--- src/rtl/fpu_mul16_if.sv ---
// Request/response bundle between the FPU sequencer and the fp16 multiply unit.
// The master issues operands with start and receives the product, its condition codes and done.
interface fpu_mul16_if;
    logic        start;
    logic [15:0] fpuIn1;
    logic [15:0] fpuIn2;
    logic [15:0] fpuOut;
    logic        done;
    logic [3:0]  condCodes;

    modport master (
        output start,
        output fpuIn1,
        output fpuIn2,
        input  fpuOut,
        input  done,
        input  condCodes
    );

    modport slave (
        input  start,
        input  fpuIn1,
        input  fpuIn2,
        output fpuOut,
        output done,
        output condCodes
    );
endinterface

--- src/rtl/fpu_mul16.sv ---
// Sequential IEEE-754 binary16 multiplier: MUL -> NORM -> ROUND -> DONE, round to nearest even.
// Subnormal operands and underflowing results flush to signed zero; condCodes are {Z, C, N, V}.
module fpu_mul16 (
    input  logic        clock,
    input  logic        reset,
    fpu_mul16_if.slave  bus
);

    typedef enum logic [2:0] {IDLE, MUL, NORM, ROUND, DONE} state_t;
    typedef enum logic [1:0] {SP_NONE, SP_NAN, SP_INF, SP_ZERO} spec_t;

    localparam logic [15:0] QNAN = 16'h7E00;

    // {0, 1.frac} plus the round-to-nearest-even increment; bit 11 set means it carried into 2.0
    function automatic logic [11:0] rne_round(input logic [20:0] m, input logic stky);
        logic guard;
        logic rest;
        logic up;
        guard = m[9];
        rest  = (|m[8:0]) | stky;
        up    = guard & (rest | m[10]);
        return {1'b0, m[20:10]} + {11'b0, up};
    endfunction

    function automatic logic is_inexact(input logic [9:0] low, input logic stky);
        return (|low) | stky;
    endfunction

    // Saturates to infinity or flushes to zero; returns {condCodes, fpuOut}
    function automatic logic [19:0] sat_pack(input logic sgn, input logic signed [7:0] e,
                                             input logic [9:0] frac, input logic inx);
        if (e >= 8'sd31)
            return {1'b0, 1'b1, sgn, 1'b1, sgn, 5'h1F, 10'h000};
        else if (e <= 8'sd0)
            return {1'b1, 1'b1, sgn, 1'b0, sgn, 15'h0000};
        else
            return {1'b0, inx, sgn, 1'b0, sgn, e[4:0], frac};
    endfunction

    state_t state, state_nxt;

    logic [15:0] opa_p0, opb_p0;
    logic [15:0] out_r;
    logic [3:0]  cc_r;
    logic        done_r;

    logic               sign_p1;
    logic signed [7:0]  exp_p1;
    logic [21:0]        prod_p1;
    spec_t              spec_p1;

    logic               sign_p2;
    logic signed [7:0]  exp_p2;
    logic [20:0]        mant_p2;
    logic               stky_p2;
    spec_t              spec_p2;

    logic               sign_mul;
    logic signed [7:0]  exp_mul;
    logic [21:0]        prod_mul;
    spec_t              spec_mul;

    logic [11:0]        sig_rnd;
    logic signed [7:0]  exp_rnd;
    logic [9:0]         frac_rnd;
    logic               inx_rnd;
    logic [19:0]        res_rnd;

    always_ff @(posedge clock or negedge reset) begin
        if (!reset) state <= IDLE;
        else        state <= state_nxt;
    end

    always_comb begin
        state_nxt = state;
        case (state)
            IDLE:    if (bus.start) state_nxt = MUL;
            MUL:     state_nxt = NORM;
            NORM:    state_nxt = ROUND;
            ROUND:   state_nxt = DONE;
            DONE:    state_nxt = IDLE;
            default: state_nxt = IDLE;
        endcase
    end

    // Classification and significand product from the latched operands
    always_comb begin
        logic [4:0] ea, eb;
        logic [9:0] fa, fb;
        logic nan_a, nan_b, inf_a, inf_b, zro_a, zro_b;
        ea = opa_p0[14:10];
        eb = opb_p0[14:10];
        fa = opa_p0[9:0];
        fb = opb_p0[9:0];
        nan_a = (&ea) & (|fa);
        nan_b = (&eb) & (|fb);
        inf_a = (&ea) & ~(|fa);
        inf_b = (&eb) & ~(|fb);
        zro_a = ~(|ea);
        zro_b = ~(|eb);

        sign_mul = opa_p0[15] ^ opb_p0[15];
        exp_mul  = $signed({3'b000, ea}) + $signed({3'b000, eb}) - 8'sd15;
        prod_mul = 22'({1'b1, fa}) * 22'({1'b1, fb});

        spec_mul = SP_NONE;
        if (nan_a || nan_b || (inf_a && zro_b) || (inf_b && zro_a))
            spec_mul = SP_NAN;
        else if (inf_a || inf_b)
            spec_mul = SP_INF;
        else if (zro_a || zro_b)
            spec_mul = SP_ZERO;
    end

    always_comb begin
        sig_rnd  = rne_round(mant_p2, stky_p2);
        exp_rnd  = exp_p2;
        frac_rnd = sig_rnd[9:0];
        if (sig_rnd[11]) begin
            exp_rnd  = exp_p2 + 8'sd1;
            frac_rnd = sig_rnd[10:1];
        end
        inx_rnd = is_inexact(mant_p2[9:0], stky_p2);

        case (spec_p2)
            SP_NAN:  res_rnd = {4'b0000, QNAN};
            SP_INF:  res_rnd = {1'b0, 1'b0, sign_p2, 1'b0, sign_p2, 5'h1F, 10'h000};
            SP_ZERO: res_rnd = {1'b1, 1'b0, sign_p2, 1'b0, sign_p2, 15'h0000};
            default: res_rnd = sat_pack(sign_p2, exp_rnd, frac_rnd, inx_rnd);
        endcase
    end

    // Stage p0: operand capture; outputs register on the edge into DONE
    always_ff @(posedge clock or negedge reset) begin
        if (!reset) begin
            opa_p0 <= 16'h0000;
            opb_p0 <= 16'h0000;
            out_r  <= 16'h0000;
            cc_r   <= 4'b0000;
            done_r <= 1'b0;
        end else begin
            if (state == IDLE && bus.start) begin
                opa_p0 <= bus.fpuIn1;
                opb_p0 <= bus.fpuIn2;
            end
            if (state == ROUND) begin
                out_r <= res_rnd[15:0];
                cc_r  <= res_rnd[19:16];
            end
            done_r <= (state_nxt == DONE);
        end
    end

    // Stage p1 (MUL) and p2 (NORM): right-shift by one when the product reached [2,4)
    always_ff @(posedge clock) begin
        if (state == MUL) begin
            sign_p1 <= sign_mul;
            exp_p1  <= exp_mul;
            prod_p1 <= prod_mul;
            spec_p1 <= spec_mul;
        end
        if (state == NORM) begin
            sign_p2 <= sign_p1;
            spec_p2 <= spec_p1;
            if (prod_p1[21]) begin
                mant_p2 <= prod_p1[21:1];
                stky_p2 <= prod_p1[0];
                exp_p2  <= exp_p1 + 8'sd1;
            end else begin
                mant_p2 <= prod_p1[20:0];
                stky_p2 <= 1'b0;
                exp_p2  <= exp_p1;
            end
        end
    end

    assign bus.fpuOut    = out_r;
    assign bus.condCodes = cc_r;
    assign bus.done      = done_r;

endmodule

--- src/flat_wrapper.sv ---
// flat-port wrapper written by rule: the top's interface ports become plain ports
module fpu_mul16_flat 
  (clock, reset, bus_start, bus_fpuIn1, bus_fpuIn2, bus_fpuOut, bus_done, bus_condCodes);
  fpu_mul16_if bus_i ();
  input  logic clock;
  input  logic reset;
  input wire logic [$bits(bus_i.start)-1:0] bus_start;
  input wire logic [$bits(bus_i.fpuIn1)-1:0] bus_fpuIn1;
  input wire logic [$bits(bus_i.fpuIn2)-1:0] bus_fpuIn2;
  output wire logic [$bits(bus_i.fpuOut)-1:0] bus_fpuOut;
  output wire logic [$bits(bus_i.done)-1:0] bus_done;
  output wire logic [$bits(bus_i.condCodes)-1:0] bus_condCodes;
  assign bus_i.start = bus_start;
  assign bus_i.fpuIn1 = bus_fpuIn1;
  assign bus_i.fpuIn2 = bus_fpuIn2;
  assign bus_fpuOut = bus_i.fpuOut;
  assign bus_done = bus_i.done;
  assign bus_condCodes = bus_i.condCodes;
  fpu_mul16 u_core (.clock(clock), .reset(reset), .bus(bus_i));
endmodule
--- config.mk ---
export PLATFORM = sky130hd
export DESIGN_NAME = fpu_mul16_flat
export DESIGN_NICKNAME = d
export VERILOG_FILES = /design/src/rtl/fpu_mul16_if.sv /design/src/rtl/fpu_mul16.sv /design/src/flat_wrapper.sv
export SDC_FILE = /design/constraint.sdc
export NUM_CORES = 1
export LEC_CHECK = 0
export BUFFER_PORTS_ARGS = -buffer_cell sky130_fd_sc_hd__buf_2
export CAP_MARGIN = 20
export CELL_PAD_IN_SITES_DETAIL_PLACEMENT = 0
export CELL_PAD_IN_SITES_GLOBAL_PLACEMENT = 1
export CORE_AREA = 8 8 147 149
export DETAILED_ROUTE_END_ITERATION = 8
export DIE_AREA = 0 0 155 157
export PLACE_DENSITY_LB_ADDON = 0.1
export SYNTH_ARGS = -nofsm -noshare
export SYNTH_HDL_FRONTEND = slang
export SYNTH_SLANG_ARGS = --single-unit
--- constraint.sdc ---
create_clock -name clock -period 6.3 [get_ports clock]
set_clock_uncertainty 0.15 [all_clocks]
set_input_delay 0.63 -clock clock [delete_from_list [all_inputs] [get_ports clock]]
set_output_delay 0.63 -clock clock [all_outputs]
set_load 0.03 [all_outputs]
### Yosys cells after proc, flatten, opt, wreduce, memory -nomap -nowiden

Index checks and enable logic that the tools add are counted.

* order comparisons: 2
* bitwise gates (word level): 13
* eq/ne operators: 7
* reduce and logical (&&, ||, !) cells: 17
* add/subtract/negate cells: 5
* multiplexer cells: 11
* multiply operators: 1

Operators by type and width (number)
* 20-bit two-way mux: 3
* 20-bit one-hot mux with 3 select lines: 1
* 10-bit OR reduction: 3
* 11-bit by 11-bit multiplier with 22-bit output: 1
* 8-bit by 2-bit adder with 8-bit output, second input constant: 2
* 8-bit two-way mux: 2
* 11-bit by 1-bit adder with 12-bit output: 1
* 3-bit one-hot mux with 4 select lines: 1
* 10-bit two-way mux: 1
* 5-bit AND reduction: 2
* 5-bit OR reduction: 2
* 9-bit OR reduction: 1
* 8-bit by 6-bit greater-or-equal comparator with 1-bit output, second input constant: 1
* 8-bit by 1-bit <= comparator with 1-bit output, second input constant: 1
* 8-bit by 5-bit subtractor with 8-bit output, second input constant: 1
* 5-bit by 5-bit adder with 6-bit output: 1
* 3-bit by 2-bit equality test with 1-bit output, second input constant: 2
* 1-bit AND: 5
* 1-bit logical OR: 5
* 2-bit equality test, second input constant: 2
* 2-bit two-way mux: 2
* 1-bit NOT: 4
* 3-bit by 1-bit equality test with 1-bit output, second input constant: 1
* 3-bit equality test, second input constant: 1
* other kinds (6): 10

* register bits: 122
* output and inout bits: 21
* input port bits: 35
* word-level logic and storage cells: 72

### Logic depth before layout (Yosys ltp)

Gate-level depths: netlist of the first run.

* word-level depth: 10
* gate-level depth with buffers: 20

### Worst setup path after synthesis of the first run

OpenSTA, ideal clock, no wires.

* kind: reg-to-reg
* start: register u_core.opb_p0[9]
* end: register u_core.prod_p1[20], data pin
* stages on the path, launching flop included: 20
* period minus slack after synthesis: 5.585 ns
* setup slack: 0.715 ns
* data required time: 5.888 ns
* arrival time: 5.173 ns
* cells stage by stage: dfrtp_1 > clkbuf_1 > and2_1 > fa_1 > inv_1 > fa_1 > inv_1 > fa_1 > fa_1 > inv_1 > fa_1 > inv_1 > ha_1 > and3_1 > and3_1 > a211oi_1 > o21ai_0 > a41oi_1 > o21bai_1 > xor2_1

* cells in the longest elaborated chain, start to end: 1

RTL lines
* from (decl): line fpu_mul16.sv:42 `logic [15:0] opa_p0, opb_p0;`
* from (signal assigned): line fpu_mul16.sv:144 `opb_p0 <= bus.fpuIn2;`
* 11-bit by 11-bit multiplier with 22-bit output: line fpu_mul16.sv:104 `prod_mul = 22'({1'b1, fa}) * 22'({1'b1, fb});`
* named net u_core.prod_mul[20]: line fpu_mul16.sv:60 `logic [21:0] prod_mul;`
* to (signal assigned): line fpu_mul16.sv:159 `prod_p1 <= prod_mul;`
* to (decl): line fpu_mul16.sv:49 `logic [21:0] prod_p1;`

The timed path passes the listed nets, and every way through them passes these cells.
A chain may end at the register's enable or synchronous reset.

### Final worst setup path of the first run

* start: register u_core.opa_p0[3]
* end: register u_core.prod_p1[18], data pin

* cells in the longest elaborated chain, start to end: 1

RTL lines
* from (decl): line fpu_mul16.sv:42
* from (signal assigned): line fpu_mul16.sv:143 `opa_p0 <= bus.fpuIn1;`
* 11-bit by 11-bit multiplier with 22-bit output: line fpu_mul16.sv:104
* named net u_core.prod_mul[18]: line fpu_mul16.sv:60

The timed path passes the listed nets, and every way through them passes these cells.

==> results of run 1 <==
[layout make-up]
cell class	count	area, um2
tap	265	332
inverter	131	492
sequential	121	3360
multi-input combinational	583	5380
timing repair buffer	67	365
fill	1720	8670
clock buffer	19	443
clock inverter	13	168
[sequential cells by signal, summed over array words and instances, names as in the netlist]
name	cells
u_core.bus.condCodes	4
u_core.bus.fpuOut	15
u_core.prod_p1	22
u_core.mant_p2	21
u_core.state	3
u_core.spec_p2	2
u_core.bus.done	1
u_core.sign_p2	1
u_core.opb_p0	16
u_core.spec_p1	2
u_core.opa_p0	16
u_core.sign_p1	1
u_core.exp_p1	8
u_core.exp_p2	8
u_core.stky_p2	1
[metrics by stage]
step,std cells,worst slack [ns],cell area [um2],util [%]
after global routing,1199,0.0978,10500,54.9
after floorplan,871,0.715,9410,-
final,1199,0.383,10500,54.9
after detailed placement,1167,0.366,9930,51.7
after CTS,1199,0.342,10500,54.9
after global placement,1167,0.534,9930,51.7
[layout by cell type, fill, tap and decap left out, drive strengths merged, types with 18 or more instances in the layout]
cell / count
clkbuf: 19
nor2: 26
a21oi: 26
dfrtp: 55
inv: 134
fa: 81
and2: 47
o21ai: 22
ha: 73
xnor2: 33
edfxtp: 66
nand2: 93
nand3: 18
buf: 67
mux2: 44
[Yosys cell counts, types with 14 or more instances]
| cell type | count |
|---|---|
| inv_1 | 130 |
| nand2_1 | 93 |
| fa_1 | 81 |
| ha_1 | 73 |
| edfxtp_1 | 66 |
| dfrtp_1 | 55 |
| and2_1 | 46 |
| mux2_2 | 44 |
| xnor2_1 | 33 |
| a21oi_1 | 26 |
| clkbuf_1 | 26 |
| nor2_1 | 26 |
| o21ai_0 | 22 |
| nand3_1 | 17 |
| xor2_1 | 14 |
[path summary, 6_finish.rpt]
kind	start	slack [ns]	cells after the start	end
min	reset	0.22	2	u_core.bus.fpuOut[1]$_DFFE_PN0N_
max	u_core.opa_p0[3]$_DFFE_PN0P_	0.38	19	u_core.prod_p1[18]$_DFFE_PP_
max reg2reg	u_core.opa_p0[3]$_DFFE_PN0P_	0.38	19	u_core.prod_p1[18]$_DFFE_PP_
max in group asynchronous	reset	5.26	2	u_core.opb_p0[14]$_DFFE_PN0P_
min in group clock	bus_fpuIn1[1]	0.28	3	u_core.opa_p0[1]$_DFFE_PN0P_
min reg2reg	u_core.spec_p1[0]$_SDFFCE_PP1P_	0.30	0	u_core.spec_p2[0]$_DFFE_PN_
[worst max-delay path, stage by stage, from the launching register on]
cell and delay [ns]:
dfrtp_1 0.50, inv_1 0.20, nor2_1 0.09, fa_1 0.54
inv_1 0.05, fa_1 0.48, inv_1 0.06, fa_1 0.50
fa_1 0.54, inv_1 0.05, fa_1 0.52, inv_1 0.04
ha_1 0.35, and3_1 0.19, and3_1 0.18, a211oi_1 0.39
o21ai_0 0.28, a21o_1 0.24, a21oi_1 0.20, xnor2_1 0.09
[logic make-up after synthesis]
group,count (synthesis)
adder cells (fa/ha/maj),154
multiplexers,47
buffers and inverters,167
flip-flops,121
XOR/XNOR,47
AO/OA/AOI/OAI,100
AND/OR/NAND/NOR,235
[per-layer routing]
| layer | vias to the layer above | track usage, % | share of wire (%) |
|---|---|---|---|
| met5 | - | 0 | 0 |
| met1 | 3029 | 21.0 | 45 |
| met4 | 0 | 5.55 | 1.9 |
| met2 | 87 | 29.4 | 49 |
| met3 | 20 | 3.21 | 3.2 |
| li1 | 2993 | - | - |
==> out/summary.log, run 1 <==
[cells_and_area] Antenna Diode Count 0
[route] DR vias 6129
[run_status] result of the run finished clean
[timing] setup violators final 0
[floorplan] initial cell density of the core 49.0%
[timing] unrepaired setup endpoints after global routing false
[timing] Period minus WS final 5.92 ns
[cells_and_area] layout overhead on the synthesized area 12.0%
[global_routing] number of global-route vias before repair 6338
[timing] Least-Margin Pin Slew 0.796 ns
[yosys] simple logic cell fraction of the synthesized area 12.6%
[global_routing] residual overflow from global routing 0
[yosys] post-synth cell types 65
[cells_and_area] Post-layout nets 1110
[global_routing] number of antenna violations at the first check in global routing 0
[critical_path] crit path kind register to register
[timing] tightest hold margin 0.216 ns
[critical_path] critical path launch point type register
[clock_network] setup fix buffers added after clock tree synthesis 0
[yosys] synthesized instance count 871
[route] ratio of routed vias to standard cells 5.11
[yosys] top area cells in the synthesized netlist edfxtp_1 21%, fa_1 17%, dfrtp_1 15%
[clock_network] clock insertion delay at the later pin of the skew report 0.42 ns
[yosys] synthesized-area fraction occupied by xor and xnor cells 4.37%
[place] count of input and output buffers 55
[route] Initial DRT Pass Iterations 4
[clock_network] clk root buf clkbuf_16
[yosys] number of synthesized register bits 121
[timing] maximum frequency from static timing analysis 0.169 GHz
[clock_network] number of hold buffers added after CTS 0
[floorplan] row count 51
[yosys] share of flip-flops with an asynchronous set or reset after synthesis 45.5%
[route] # DRC 0
[floorplan] Die X-Extent 155 um
[clock_network] clk buf depth 2
[yosys] number of flops mapped to enable cells by yosys 66
[worst_hold_path] Min-Delay Path Class input port to async pin
[floorplan] Total Die Area 24300 um2
[critical_path] kind of capture point of the worst setup path register
[critical_path] Worst EP arrival 5.92 ns
[timing] number of hold violations in the final report 0
[yosys] most used flip-flop cell after synthesis edfxtp_1
[yosys] Post-Syn Area 9410 um2
[yosys] Synth Area per Inst 10.8 um2
[route] DR WL/cell 16.5 um
[clock_network] # resized after CTS 0
[route] First DRT Iteration DRCs 236
[timing] part of the cycle the worst path needs 93.9%
[place] detailed placer's ending HPWL 15900 um
[clock_network] number of clock buffers inserted by TritonCTS 17
[route] count of antenna-violating nets left after detailed routing 0
[global_routing] global-route wire length before repair 32600 um
[yosys] cell type contributing the most total cell area after synthesis edfxtp_1
[yosys] warning count from the yosys run 0
[yosys] dominant combinational cell family by area after synthesis adder cells
[route] DRT Wirelength 19800 um
[place] final weighted congestion in routability-driven placement 0.880
[yosys] portion of the post-synthesis area used by sequential elements 35.7%
[yosys] post-synthesis compound-gate area fraction 7.52%
[clock_network] number of clock sinks 121
[global_routing] maximum number of pins on one net before global-route repair 56
[timing] Total Neg Setup Slack 0 ns
[floorplan] area of the core 19200 um2
[global_routing] total global routing track utilization 17.0%
[critical_path] Worst Path Required 6.31 ns
[yosys] net count after synthesis 1060
[clock_network] Worst-path clk slew 0.06 ns
[critical_path] critical path fanouts, max 10
[floorplan] vertical die dimension 157 um
[timing] tightest slew margin relative to the limit 46.8%
[flow_run] number of max-cap violations 0
[yosys] share of synthesized area spent on multiplexers 5.58%
[clock_network] depth of the CTS H-tree 4
[timing] number of slew-limit violations in the final report 0
[cells_and_area] layout cell share with drive strength beyond 1 17.3%
[clock_network] clock tree from TritonCTS yes
[floorplan] number of top-level design ports 56
[yosys] portion of synthesized cell area occupied by the leading cell type 21.1%
[yosys] fraction of the mapped netlist area in adder cells 26.9%
Power of run 1 is not shown: default switching activity piles up to over one toggle a cycle in this logic, so the estimate is an artifact.
==> inputs of run 2 (changes only) <==
==> constraint.sdc (replaced) <==
create_clock -name clock -period 6.8 [get_ports clock]
set_clock_uncertainty 0.15 [all_clocks]
set_input_delay 0.68 -clock clock [delete_from_list [all_inputs] [get_ports clock]]
set_output_delay 0.68 -clock clock [all_outputs]
set_load 0.03 [all_outputs]
==> run 2 against run 1 <==
Compared with the run above:
- register-to-register slack better by 0.52 ns
- non-clock buffer count is 4 lower
- sequential share of layout area hardly changed
- critical path type unchanged
- largest cell class unchanged
==> out/summary.log, run 2 (same netlist as run 1, synthesis figures left out) <==
[run_status] result of the run finished clean
[cells_and_area] Post-layout nets 1106
[clock_network] number of clock sinks 121
[critical_path] kind of capture point of the worst setup path register
[route] count of antenna-violating nets left after detailed routing 0
[cells_and_area] final design instance area without fill 10500 um2
[clock_network] Worst-path clk slew 0.06 ns
[critical_path] critical path launch point type register
[cells_and_area] total of fill cells in the finished design 1646
[timing] maximum frequency from static timing analysis 0.169 GHz
[critical_path] crit path capture u_core.prod_p1[20]$_DFFE_PP_
[route] ratio of routed vias to standard cells 5.11
[route] DR vias 6103
[timing] tightest hold margin 0.227 ns
[flow_run] number of max-cap violations 0
[critical_path] Worst R2R Start u_core.opb_p0[9]$_DFFE_PN0P_
[place] final weighted congestion in routability-driven placement 0.891
[clock_network] number of clock buffers inserted by TritonCTS 17
[floorplan] Total Die Area 24300 um2
[route] Initial DRT Pass Iterations 4
[clock_network] clk buf depth 2
[timing] unrepaired setup endpoints after global routing false
[place] Placement Cell Area 9900 um2
[timing] Least-Margin Pin Slew 0.814 ns
[critical_path] Worst EP arrival 5.90 ns
[floorplan] area of the core 19200 um2
[critical_path] register-to-register setup slack 0.90 ns
[timing] part of the cycle the worst path needs 86.8%
[cells_and_area] top register by number of flip-flops u_core.prod_p1
[cells_and_area] final non-filler cell total 1195
[cells_and_area] number of flip-flops under the largest register name 22
[cells_and_area] most common library cell in the layout ignoring fill and taps inv_1
[place] count of input and output buffers 55
[clock_network] clock insertion delay at the later pin of the skew report 0.41 ns
[route] # DRC 0
[clock_network] clk root buf clkbuf_16
[route] DR WL/cell 16.4 um
[route] DRT Wirelength 19600 um
[clock_network] clock tree from TritonCTS yes
[global_routing] number of global-route vias before repair 6225
[cells_and_area] layout overhead on the synthesized area 11.9%
[cells_and_area] largest registers ranked by flip-flop count u_core.prod_p1: 22 flops, u_core.mant_p2: 21 flops
[global_routing] maximum number of pins on one net before global-route repair 56
[timing] number of slew-limit violations in the final report 0
[place] cell total after placement 1163
[critical_path] number of cells traversed by the worst register-to-register path 18
[clock_network] # resized after CTS 0
[floorplan] vertical die dimension 157 um
[global_routing] total global routing track utilization 17.0%
[global_routing] residual overflow from global routing 0
[critical_path] Worst Path Required 6.80 ns
[critical_path] crit path kind register to register
[critical_path] end of the worst register-to-register path u_core.prod_p1[20]$_DFFE_PP_
[floorplan] row count 51
[floorplan] Die X-Extent 155 um
[cells_and_area] most frequent cells in the layout 130 x inv_1, 93 x nand2_1, 81 x fa_1
[route] First DRT Iteration DRCs 267
[cells_and_area] Antenna Diode Count 0
[timing] Period minus WS final 5.90 ns
[global_routing] global-route wire length before repair 32700 um
[timing] setup violators final 0
[clock_network] depth of the CTS H-tree 4
[clock_network] number of hold buffers added after CTS 0
[timing] Total Neg Setup Slack 0 ns
[timing] number of hold violations in the final report 0
[cells_and_area] layout cell share with drive strength beyond 1 16.8%
[worst_hold_path] Min-Delay Path Class input port to async pin
[critical_path] timing startpoint of the critical path u_core.opb_p0[9]$_DFFE_PN0P_
[timing] tightest slew margin relative to the limit 45.6%
[clock_network] setup fix buffers added after clock tree synthesis 0
[global_routing] number of antenna violations at the first check in global routing 0
[floorplan] initial cell density of the core 49.0%
[place] detailed placer's ending HPWL 15700 um
[critical_path] critical path fanouts, max 13
[floorplan] number of top-level design ports 56
[run 2: cell type report]
cell class                      count  area [um2]  area share, %
Multi-Input combinational cell    583        5380           51.1
Sequential cell                   121        3360           31.9
Inverter                          131         492           4.67
Clock buffer                       20         457           4.34
Timing Repair Buffer               63         335           3.19
Tap cell                          265         332           3.15
Clock inverter                     12         170           1.62
[run 2: through the flow]
step	setup WS (ns)	utilization, %
global route	0.619	54.8
global placement	0.975	51.5
finish	0.899	54.8
CTS	0.884	54.8
floorplan	1.21	-
detailed placement	0.910	51.5
[run 2: worst min path at each step]
| stage | start | end | slack (ns) | depth (start not counted) |
|---|---|---|---|---|
| floorplan | reset | u_core.bus.condCodes[0]$_DFFE_PN0N_ | 0.23 | 0 |
| global placement | u_core.sign_p1$_DFFE_PP_ | u_core.sign_p2$_DFFE_PN_ | 0.31 | 0 |
| detailed placement | u_core.sign_p1$_DFFE_PP_ | u_core.sign_p2$_DFFE_PN_ | 0.30 | 0 |
| CTS | reset | u_core.bus.fpuOut[0]$_DFFE_PN0N_ | 0.28 | 2 |
| global route | reset | u_core.bus.fpuOut[0]$_DFFE_PN0N_ | 0.30 | 2 |
| finish | reset | u_core.bus.fpuOut[0]$_DFFE_PN0N_ | 0.23 | 2 |
[run 2: critical path, cell delays in order (launching register included)]
cell	delay [ns]
dfrtp_1	0.53
and2_1	0.25
fa_1	0.50
inv_1	0.06
fa_1	0.54
inv_1	0.06
fa_1	0.50
fa_1	0.54
inv_1	0.05
fa_1	0.52
inv_1	0.04
ha_1	0.36
and3_1	0.19
and3_1	0.18
a211oi_1	0.38
o21ai_0	0.27
a41oi_1	0.28
o21bai_1	0.09
xor2_1	0.14
[run 2: metal layers]
layer / up-vias / track usage [%] / wire, um
li1: 2987 / - / -
met1: 2975 / 22.1 / 9100
met2: 116 / 27.7 / 9260
met3: 25 / 3.45 / 804
met4: 0 / 6.16 / 469
met5: - / 0 / 0
Power of run 2 is left out for the same reason.
==> inputs of run 3 (changes only) <==
--- a/config.mk
+++ b/config.mk
@@ -9,9 +9,9 @@
 export CAP_MARGIN = 20
 export CELL_PAD_IN_SITES_DETAIL_PLACEMENT = 0
 export CELL_PAD_IN_SITES_GLOBAL_PLACEMENT = 1
-export CORE_AREA = 8 8 147 149
+export CORE_AREA = 8 8 163 165
 export DETAILED_ROUTE_END_ITERATION = 8
-export DIE_AREA = 0 0 155 157
+export DIE_AREA = 0 0 171 173
 export PLACE_DENSITY_LB_ADDON = 0.1
 export SYNTH_ARGS = -nofsm -noshare
 export SYNTH_HDL_FRONTEND = slang
==> run 3 against run 2 <==
Compared with the run above:
- core utilization down 11 points
- via count is 2.1% lower
- maximum frequency decreased by 1.7%
- sequential share of layout area shrank 0.057 points
- largest cell class unchanged
- highest routed layer unchanged
==> out/summary.log, run 3 (same netlist as run 1, synthesis figures left out) <==
[cells_and_area] most common library cell in the layout ignoring fill and taps inv_1
[place] final weighted congestion in routability-driven placement 0.891
[flow_run] number of max-cap violations 0
[cells_and_area] largest registers ranked by flip-flop count u_core.prod_p1: 22 flops, u_core.mant_p2: 21 flops
[cells_and_area] Post-layout nets 1105
[clock_network] number of clock sinks 121
[cells_and_area] area of the multi-input gates 5380 um2
[critical_path] critical path launch point type register
[critical_path] critical path fanouts, max 13
[critical_path] crit path kind register to register
[clock_network] clk root buf clkbuf_16
[floorplan] row count 57
[route] Initial DRT Pass Iterations 4
[route] count of antenna-violating nets left after detailed routing 0
[critical_path] end of the worst register-to-register path u_core.prod_p1[20]$_DFFE_PP_
[timing] tightest slew margin relative to the limit 35.8%
[clock_network] number of hold buffers added after CTS 0
[critical_path] Worst R2R Start u_core.opb_p0[8]$_DFFE_PN0P_
[global_routing] total global routing track utilization 13.9%
[clock_network] clock tree from TritonCTS yes
[cells_and_area] most frequent cells in the layout 130 x inv_1, 93 x nand2_1, 81 x fa_1
[place] detailed placer's ending HPWL 15600 um
[floorplan] Total Die Area 29600 um2
[route] DR WL/cell 15.6 um
[timing] number of hold violations in the final report 0
[timing] setup violators final 0
[place] count of input and output buffers 55
[cells_and_area] area used by sequential logic in the layout 3360 um2
[floorplan] Die X-Extent 171 um
[run_status] result of the run finished clean
[clock_network] clk buf depth 2
[global_routing] number of global-route vias before repair 6523
[route] First DRT Iteration DRCs 230
[global_routing] global-route wire length before repair 33000 um
[floorplan] area of the core 24000 um2
[clock_network] clock insertion delay at the later pin of the skew report 0.41 ns
[critical_path] Worst EP arrival 6.00 ns
[route] DR vias 5972
[clock_network] setup fix buffers added after clock tree synthesis 0
[timing] part of the cycle the worst path needs 88.2%
[timing] unrepaired setup endpoints after global routing false
[route] DRT Wirelength 19600 um
[cells_and_area] total of fill cells in the finished design 2310
[cells_and_area] layout overhead on the synthesized area 12.1%
[timing] maximum frequency from static timing analysis 0.167 GHz
[timing] Period minus WS final 6.00 ns
[floorplan] number of top-level design ports 56
[cells_and_area] layout cell share with drive strength beyond 1 16.8%
[critical_path] kind of capture point of the worst setup path register
[floorplan] initial cell density of the core 39.3%
[timing] number of slew-limit violations in the final report 0
[clock_network] depth of the CTS H-tree 4
[route] # DRC 0
[clock_network] Worst-path clk slew 0.06 ns
[global_routing] maximum number of pins on one net before global-route repair 56
[timing] Least-Margin Pin Slew 0.964 ns
[route] ratio of routed vias to standard cells 4.77
[critical_path] Worst Path Required 6.80 ns
[cells_and_area] number of flip-flops under the largest register name 22
[critical_path] number of cells traversed by the worst register-to-register path 18
[floorplan] vertical die dimension 173 um
[clock_network] # resized after CTS 0
[clock_network] number of clock buffers inserted by TritonCTS 17
[global_routing] residual overflow from global routing 0
[timing] Total Neg Setup Slack 0 ns
[global_routing] number of antenna violations at the first check in global routing 0
[worst_hold_path] Min-Delay Path Class input port to async pin
[critical_path] register-to-register setup slack 0.80 ns
[cells_and_area] top register by number of flip-flops u_core.prod_p1
[cells_and_area] Antenna Diode Count 0
-- run 3: cell count changes in the layout (fill, tap and decap cells not counted), moves of 2 or more --
| cell | delta |
|---|---|
| clkinv_4 | +3 |
| clkinvlp_4 | -2 |
| bufinv_16 | -3 |
| inv_6 | +3 |
-- run 3: worst max-delay path by stage --
stage | endpoint | slack, ns | depth (start not counted) | start
finish | u_core.prod_p1[20]$_DFFE_PP_ | 0.80 | 18 | u_core.opb_p0[8]$_DFFE_PN0P_
global route | u_core.prod_p1[20]$_DFFE_PP_ | 0.48 | 19 | u_core.opa_p0[3]$_DFFE_PN0P_
CTS | u_core.prod_p1[20]$_DFFE_PP_ | 0.77 | 18 | u_core.opb_p0[9]$_DFFE_PN0P_
detailed placement | u_core.prod_p1[20]$_DFFE_PP_ | 0.78 | 18 | u_core.opb_p0[9]$_DFFE_PN0P_
global placement | u_core.prod_p1[20]$_DFFE_PP_ | 0.92 | 18 | u_core.opb_p0[9]$_DFFE_PN0P_
floorplan | u_core.prod_p1[20]$_DFFE_PP_ | 1.21 | 19 | u_core.opb_p0[9]$_DFFE_PN0P_
-- run 3: routing by layer --
metal | GRT usage [%] | routed length (um) | vias up
met4 | 3.95 | 200 | 0
li1 | - | - | 2988
met3 | 2.89 | 717 | 13
met2 | 22.7 | 9140 | 96
met5 | 0 | 0 | -
met1 | 18.3 | 9540 | 2875
-- run 3: layout make-up --
class	count	area share (%)
Clock buffer	20	4.43
Clock inverter	12	1.07
Inverter	131	4.66
Multi-Input combinational cell	583	51.0
Sequential cell	121	31.8
Tap cell	324	3.84
Timing Repair Buffer	62	3.11
-- run 3: stage by stage --
step | hold slack [ns] | instance area [um2] | setup slack [ns] | util, % | std cells
after detailed placement | 0.265 | 9970 | 0.779 | 41.6 | 1221
final | 0.237 | 10500 | 0.800 | 44.0 | 1253
after CTS | 0.261 | 10500 | 0.774 | 44.0 | 1253
after floorplan | 0.234 | 9410 | 1.21 | - | 871
after global routing | 0.287 | 10500 | 0.480 | 44.0 | 1253
after global placement | 0.258 | 9970 | 0.919 | 41.6 | 1221
-- run 3: worst max-delay path, cell delays in order, from the launching register on --
cell	delay (ns)
dfrtp_1	0.54
and2_1	0.27
fa_1	0.48
inv_1	0.06
fa_1	0.53
inv_1	0.05
fa_1	0.51
fa_1	0.55
inv_1	0.06
fa_1	0.52
inv_1	0.04
ha_1	0.36
and3_1	0.19
and3_1	0.18
a211oi_1	0.40
o21ai_0	0.31
a41oi_1	0.28
o21bai_1	0.10
xor2_1	0.14
Power of run 3 is left out for the same reason.
